===== src/rtl/check_slider_path.sv =====
// Multi-cycle path checker for sliding pieces (rook, bishop, queen).
// Walks source->destination one square per clock, stopping at the first blocker.
//
// state | meaning
// IDLE  | waiting for a request; pattern check happens on accept
// STEP  | examining board square at cur, advancing by dir
// DONE  | one-cycle result pulse, then back to IDLE
module check_slider_path #(
  parameter int BOARD_DIM  = 8,
  parameter int COORD_W    = $clog2(BOARD_DIM),
  parameter int PIECE_W    = 4,
  parameter int EMPTY_CODE = 15,
  parameter int COLOR_BIT  = 3
) (
  input  logic                                              clk,
  input  logic                                              reset_n,
  input  logic                                              valid_input,
  input  logic [1:0]                                        mode,
  input  logic                                              mover_color,
  input  logic [COORD_W-1:0]                                old_x,
  input  logic [COORD_W-1:0]                                old_y,
  input  logic [COORD_W-1:0]                                new_x,
  input  logic [COORD_W-1:0]                                new_y,
  input  logic [BOARD_DIM-1:0][BOARD_DIM-1:0][PIECE_W-1:0]  board_in,
  output logic                                              busy,
  output logic                                              valid_output,
  output logic                                              valid_move,
  output logic                                              blocked,
  output logic [COORD_W-1:0]                                block_x,
  output logic [COORD_W-1:0]                                block_y
);

  localparam int DW = COORD_W + 1;

  typedef enum logic [1:0] {S_IDLE, S_STEP, S_DONE} state_t;

  state_t r_state, w_next_state;

  logic [COORD_W-1:0] r_cur_x, r_cur_y, r_dest_x, r_dest_y;
  logic               r_dir_x_nz, r_dir_x_neg, r_dir_y_nz, r_dir_y_neg;
  logic               r_color;
  logic               r_valid_move, r_blocked;
  logic [COORD_W-1:0] r_block_x, r_block_y;

  logic [DW-1:0]      w_dx, w_dy;
  logic               w_rook, w_bishop, w_pattern_ok;
  logic [PIECE_W-1:0] w_sq;
  logic               w_sq_empty, w_at_dest;

  function automatic logic [COORD_W-1:0] f_step(input logic [COORD_W-1:0] c,
                                                input logic nz, input logic neg);
    if (!nz)     return c;
    else if (neg) return c - COORD_W'(1);
    else          return c + COORD_W'(1);
  endfunction

  // Distances carry one extra bit so the subtraction never wraps.
  assign w_dx = (new_x >= old_x) ? ({1'b0, new_x} - {1'b0, old_x})
                                 : ({1'b0, old_x} - {1'b0, new_x});
  assign w_dy = (new_y >= old_y) ? ({1'b0, new_y} - {1'b0, old_y})
                                 : ({1'b0, old_y} - {1'b0, new_y});

  assign w_rook   = (w_dx == '0) != (w_dy == '0);
  assign w_bishop = (w_dx == w_dy) && (w_dx != '0);

  always_comb begin
    w_pattern_ok = 1'b0;
    case (mode)
      2'd0:    w_pattern_ok = w_rook;
      2'd1:    w_pattern_ok = w_bishop;
      2'd2:    w_pattern_ok = w_rook || w_bishop;
      default: w_pattern_ok = 1'b0;
    endcase
  end

  assign w_sq       = board_in[r_cur_y][r_cur_x];
  assign w_sq_empty = (w_sq == PIECE_W'(EMPTY_CODE));
  assign w_at_dest  = (r_cur_x == r_dest_x) && (r_cur_y == r_dest_y);

  always_ff @(posedge clk or negedge reset_n) begin
    if (!reset_n) r_state <= S_IDLE;
    else          r_state <= w_next_state;
  end

  always_comb begin
    w_next_state = r_state;
    case (r_state)
      S_IDLE: if (valid_input) w_next_state = w_pattern_ok ? S_STEP : S_DONE;
      S_STEP: if (w_at_dest || !w_sq_empty) w_next_state = S_DONE;
      S_DONE: w_next_state = S_IDLE;
      default: w_next_state = S_IDLE;
    endcase
  end

  always_comb begin
    busy         = 1'b0;
    valid_output = 1'b0;
    case (r_state)
      S_STEP: busy = 1'b1;
      S_DONE: begin
        busy         = 1'b1;
        valid_output = 1'b1;
      end
      default: ;
    endcase
  end

  always_ff @(posedge clk or negedge reset_n) begin
    if (!reset_n) begin
      r_cur_x      <= '0;
      r_cur_y      <= '0;
      r_dest_x     <= '0;
      r_dest_y     <= '0;
      r_dir_x_nz   <= 1'b0;
      r_dir_x_neg  <= 1'b0;
      r_dir_y_nz   <= 1'b0;
      r_dir_y_neg  <= 1'b0;
      r_color      <= 1'b0;
      r_valid_move <= 1'b0;
      r_blocked    <= 1'b0;
      r_block_x    <= '0;
      r_block_y    <= '0;
    end else begin
      case (r_state)
        S_IDLE: if (valid_input) begin
          r_valid_move <= 1'b0;
          r_blocked    <= 1'b0;
          r_block_x    <= '0;
          r_block_y    <= '0;
          r_dest_x     <= new_x;
          r_dest_y     <= new_y;
          r_color      <= mover_color;
          r_dir_x_nz   <= (new_x != old_x);
          r_dir_x_neg  <= (new_x < old_x);
          r_dir_y_nz   <= (new_y != old_y);
          r_dir_y_neg  <= (new_y < old_y);
          r_cur_x      <= f_step(old_x, new_x != old_x, new_x < old_x);
          r_cur_y      <= f_step(old_y, new_y != old_y, new_y < old_y);
        end
        S_STEP: begin
          if (w_at_dest) begin
            // Destination: legal if empty or holding an enemy piece.
            r_valid_move <= w_sq_empty || (w_sq[COLOR_BIT] != r_color);
          end else if (!w_sq_empty) begin
            r_blocked <= 1'b1;
            r_block_x <= r_cur_x;
            r_block_y <= r_cur_y;
          end else begin
            r_cur_x <= f_step(r_cur_x, r_dir_x_nz, r_dir_x_neg);
            r_cur_y <= f_step(r_cur_y, r_dir_y_nz, r_dir_y_neg);
          end
        end
        default: ;
      endcase
    end
  end

  assign valid_move = r_valid_move;
  assign blocked    = r_blocked;
  assign block_x    = r_block_x;
  assign block_y    = r_block_y;

endmodule


===== config.mk =====
export PLATFORM = sky130hd
export DESIGN_NAME = check_slider_path
export DESIGN_NICKNAME = d
export VERILOG_FILES = /design/src/rtl/check_slider_path.sv
export SDC_FILE = /design/constraint.sdc
export NUM_CORES = 1
export LEC_CHECK = 0
export BUFFER_PORTS_ARGS = -buffer_cell sky130_fd_sc_hd__clkbuf_2
export CAP_MARGIN = 20
export CORE_AREA = 2 2 110 112
export CTS_CLUSTER_SIZE = 12
export DETAILED_ROUTE_END_ITERATION = 10
export DIE_AREA = 0 0 112 114
export MAX_ROUTING_LAYER = met4
export PLACE_DENSITY = 0.7
export SLEW_MARGIN = 20
export SYNTH_ARGS = -nofsm -noshare
export SYNTH_HDL_FRONTEND = slang
export SYNTH_SLANG_ARGS = --single-unit

===== constraint.sdc =====
create_clock -name clk -period 7 [get_ports clk]
set_input_delay 1.4 -clock clk [delete_from_list [all_inputs] [get_ports clk]]
set_output_delay 1.4 -clock clk [all_outputs]
set_load 0.1 [all_outputs]

* Word level (Yosys, flattened, before mapping)
Cells that the tools add are included.
** Operators by class
- Add/subtract/negate cells :: 12
- Muxes and demuxes :: 42
- Equality and inequality tests :: 20
- Reduce and logical (&&, ||, !) cells :: 19
- Order comparisons :: 6
** Operator list (count)
- $bmux W32 S3 :: 1
- $mux W3 :: 19
- $mux W32 :: 1
- $pmux W3 S2 :: 4
- $ne A2 B2 Y1 const B :: 8
- $sub A3 B3 Y4 :: 4
- $add A3 B1 Y3 const B :: 4
- $bmux W4 S3 :: 1
- $mux W4 :: 3
- $sub A3 B1 Y3 const B :: 4
- $reduce_and A5 Y1 :: 2
- $logic_not A4 Y1 :: 2
- $lt A3 B4 Y1 const B :: 2
- $eq A3 B3 Y1 :: 2
- $ge A3 B3 Y1 :: 2
- $lt A3 B3 Y1 :: 2
- $mux W1 :: 6
- $mux W2 :: 3
- $ne A3 B3 Y1 :: 2
- $eq A2 B1 Y1 const B :: 2
- $eq A2 B2 Y1 const B :: 2
- $eq A4 B4 Y1 :: 1
- $eq A4 B4 Y1 const B :: 1
- $logic_not A2 Y1 :: 2
- 13 further kinds :: 19
** Storage, ports and cells
- Logic and storage cells :: 113
- Flip-flop bits (word level) :: 27

* Longest topological paths before layout
- Depth in word-level cells :: 9
- Mapped depth :: 15

* Worst setup path after synthesis
OpenSTA, ideal clock, no wires.
- Path type :: in2reg
- From :: input new_y[0]
- To :: register r_state[0]
- Path slack :: 3.095 ns
- Arrival time :: 3.818 ns
- Stages on the path :: 14
- Library setup time :: 0.087 ns
- Cell sequence :: inv_1 ha_1 inv_1 fa_1 inv_1 fa_1 a21boi_0 o21ai_0 a221o_1 o211ai_1 or4b_1 o221a_2 o21bai_1 o211ai_1
** Between the ends
- Word-level cells in the longest chain between the ends :: 9
- Elaborated cells between the ends (all ways) :: 13
** Ends and longest elaborated chain
- start: declaration :: RTL line 23 : input logic [COORD_W-1:0] new_y,
- $sub A3 B3 Y4, or another cell as far along :: RTL line 61 : : ({1'b0, old_y} - {1'b0, new_y});
- $mux W4 * :: RTL line 60 : assign w_dy = (new_y >= old_y) ? ({1'b0, new_y} - {1'b0, old_y})
- $logic_not A4 Y1 / $eq A4 B4 Y1 (equally long branches) :: RTL line 63, 64
- $ne A1 B1 Y1 / $logic_and A1 B1 Y1 (equally long branches) :: RTL line 63, 64
- $logic_or A1 B1 Y1 :: RTL line 71 : 2'd2: w_pattern_ok = w_rook || w_bishop;
- $pmux W1 S3 * :: RTL line 68 : case (mode)
- $mux W2 * (2 in a row) :: RTL line 88 : S_IDLE: if (valid_input) w_next_state = w_pattern_ok ? S_STEP : S_DONE;
- $pmux W2 S2 * :: RTL line 87 : case (r_state)
- end signal: assignment :: RTL line 82 : else r_state <= w_next_state;
- end: declaration :: RTL line 37 : state_t r_state, w_next_state;
Mark *: on every way between the ends. The rest lies on a longest branch, timed or not. The select of a mux whose other input is x is not followed.
A chain may end at the register's enable or synchronous reset.

* Final worst setup path
- From :: input new_x[0]
- To :: register r_state[0]
** Between the ends
- Word-level cells in the longest chain between the ends :: 9
- Elaborated cells between the ends (all ways) :: 14
** Ends and longest elaborated chain
- start: declaration :: RTL line 22 : input logic [COORD_W-1:0] new_x,
- $sub A3 B3 Y4, or another cell as far along :: RTL line 59 : : ({1'b0, old_x} - {1'b0, new_x});
- $mux W4 * :: RTL line 58 : assign w_dx = (new_x >= old_x) ? ({1'b0, new_x} - {1'b0, old_x})
- $logic_not A4 Y1, or another cell as far along :: RTL line 63 : assign w_rook = (w_dx == '0) != (w_dy == '0);
- $ne A1 B1 Y1 / $logic_and A1 B1 Y1 (equally long branches) :: RTL line 63, 64
- $logic_or A1 B1 Y1 :: RTL line 71
- $pmux W1 S3 * :: RTL line 68
- $mux W2 * (2 in a row) :: RTL line 88
- $pmux W2 S2 * :: RTL line 87
Marks and branches as above.

==> out/metrics.cfg <==
[worst_setup_path]
crit_required_ns = 7.18
crit_type = input port to flip-flop
arrival_ns = 4.25
reg2reg_to = r_cur_x[0]
crit_path_start_kind = input port
end_kind = flip-flop
cp-startpoint = new_x[0]
reg2reg_slack_ns = 3.56
r2r-start = r_cur_y[1]
reg2regPathDepth = 9
worstPathMaxFanout = 8

[floorplanning]
placementRows = 40
initial_utilization_pct = 34.9
ioPinCount = 284
die_h_um = 114
die_width_um = 112
core_area_mm2 = 0.0117
die-area_mm2 = 0.0128

[clock_tree]
clock_latency_ns = 0.26
cts_hold_buf = 0
root_buffer = clkbuf_16
cts.repair.resized = 0
htreeDepth = 1
clk_path_buf_depth = 2
post_cts_buffers = 0
clock_sinks = 27
clk_pin_slew_ns = 0.07
cts_buffers = 3
cts_tree = built

[cells_and_area]
final_common_cell = clkbuf_2
area_delta_synth_final_pct = 37.8
fillerInstances = 1206
nets = 1029
fin_cells = 877
layout_common_cells = clkbuf_2 (283), nand2_1 (58), inv_1 (33), nand3_1 (31), mux4_2 (28)
drive_gt1_share_pct = 46.5

[routing]
post_drt_wl_per_cell_um = 19.4
viasPerCell = 5.46
routed-via-count = 4787
first_pass_iters = 5
drc = 0
wirelength_um = 17000
postRouteAntennaNets = 0
drt_first_iter_violations = 419

[pwr]
p_switching_mw = 0.873
clkPwrFrac_pct = 7.9
p_seq_share_pct = 17.5
power.share.switching_pct = 52.2
p_leak_nw = 2.82
peakVddDrop_mv = 0.152
internal_power_mw = 0.800
combinationalPowerShare_pct = 74.7
pwr_density_cell_mw_per_mm2 = 298

[logic_synthesis]
synth_edf_count = 0
postSynth.asyncResetShare_pct = 100
ys_seq_area_share_pct = 16.5
yosysWarnings = 0
ys_ff_latch = 27
syn_avg_cell_area_um2 = 8.74
syn_nets = 766
synth_ff_type = dfrtp_1
netlist_area_mm2 = 0.00408
synth.distinct_cells = 67
syn_inst = 467

[placed_design]
portBuffers = 283
gp_congestion = 0.888
hpwl_um = 14100
dp_cells = 872

[min_path]
hp-start = blocked
hold_depth = 1
hold_class = flip-flop to flip-flop
worstHoldEndpoint = blocked

[global_routing]
grt_max_degree = 63
antenna_found_initial = 1
grt-busiest-layer = met2
use_met3_pct = 2.92
grt_pass1_vias = 4664
grt-ovfl-total = 0
grt_pass1_wl_um = 25600
grt_use_met2_pct = 46.0
use_met1_pct = 33.8
gr-usage-all-layers_pct = 26.2

[timing]
slew_headroom_pct = 38.5
fin_worst_skew_ns = 0.00471
max_freq_ghz = 0.245
hold_viol = 0
worstMarginPinSlew_ns = 0.923
rsz0062_at_grt = false
tns_ns = 0
period_share_pct = 58.2
drv_slew = 0
holdWs_ns = 0.477
final.min_clock_period_ns = 4.08
final-setup-viol-count = 0

[run_status]
status = complete, no violations

[flow_run]
drv_cap = 0

-- registers in the layout (all words and copies together) (netlist names) --
register and count:
r_color 1, blocked 1, r_dir_y_neg 1, r_dir_x_nz 1, block_x 3, valid_move 1
r_dest_x 3, block_y 3, r_cur_x 3, r_state 2, r_cur_y 3, r_dest_y 3
r_dir_y_nz 1, r_dir_x_neg 1
-- per-layer routing --
layer  vias to the layer above  part of all wire (%)
met3                        10                   6.3
met5                         -                     0
met4                         0                  0.96
met2                       199                    51
met1                      2282                    42
li1                       2296                     -
-- how the worst max path moves through the flow --
stage	endpoint	slack (ns)	cells after the start
floorplan	r_state[0]	3.09	14
global placement	r_state[0]	2.74	15
detailed placement	r_state[0]	2.67	15
CTS	r_state[0]	2.91	15
global route	r_state[1]	2.64	15
finish	r_state[0]	2.92	15
-- power by group through the flow --
stage / sequential (mW) / combinational [mW] / clock [mW]
floorplan: 0.309 / 0.940 / 0
global placement: 0.294 / 1.25 / 0
detailed placement: 0.294 / 1.25 / 0
CTS: 0.291 / 1.26 / 0.133
global route: 0.302 / 1.36 / 0.142
finish: 0.293 / 1.25 / 0.132
-- cells by family after synthesis --
kind of cell | after synthesis | synth area share [%]
muxes | 50 | 21.0
and+or+nand+nor | 161 | 20.0
xor gates and xnor gates | 20 | 4.29
adders and majority gates | 25 | 9.50
AOI/OAI and AO/OA | 120 | 21.2
DFF | 27 | 16.5
buffers and inverters | 64 | 7.48
-- critical path: stages --
cell and delay [ns]:
clkbuf_2 0.09, inv_1 0.06, ha_1 0.17, inv_1 0.06, fa_1 0.37, inv_1 0.08
fa_1 0.36, inv_1 0.15, nor3_1 0.32, a211oi_1 0.09, nor4_1 0.33, a41oi_1 0.16
o221a_2 0.30, o21bai_1 0.15, o211ai_1 0.17
-- stage by stage --
| step | power (mW) | setup WS (ns) | utilization, % | area [um2] |
|---|---|---|---|---|
| finish | 1.67 | 2.92 | 48.0 | 5620 |
| global route | 1.81 | 2.64 | 48.0 | 5620 |
| CTS | 1.68 | 2.91 | 48.0 | 5620 |
| detailed placement | 1.55 | 2.67 | 47.3 | 5540 |
| global placement | 1.54 | 2.74 | 47.3 | 5540 |
| floorplan | 1.25 | 3.09 | - | 4080 |
-- area by class of cell --
class | instances | area, um2 | area share, %
Clock inverter | 1 | 5.00 | 0.0890
Tap cell | 147 | 184 | 3.27
Timing Repair Buffer | 287 | 1450 | 25.7
Clock buffer | 3 | 75.1 | 1.33
Antenna cell | 1 | 2.50 | 0.0445
Sequential cell | 27 | 678 | 12.1
Multi-Input combinational cell | 376 | 3100 | 55.2
Inverter | 35 | 131 | 2.34
-- synth_stat cells (13+ instances only) --
master	n	share of area, %
nand2_1	58	5.3
inv_1	33	3.0
nand3_1	31	3.8
mux4_2	28	15
dfrtp_1	27	17
o21ai_0	26	3.2
mux2i_1	17	4.2
xnor2_1	16	3.4
ha_1	15	4.6
nor2_1	13	1.2
o211ai_1	13	2.4
(Power assumes the default switching activity.)
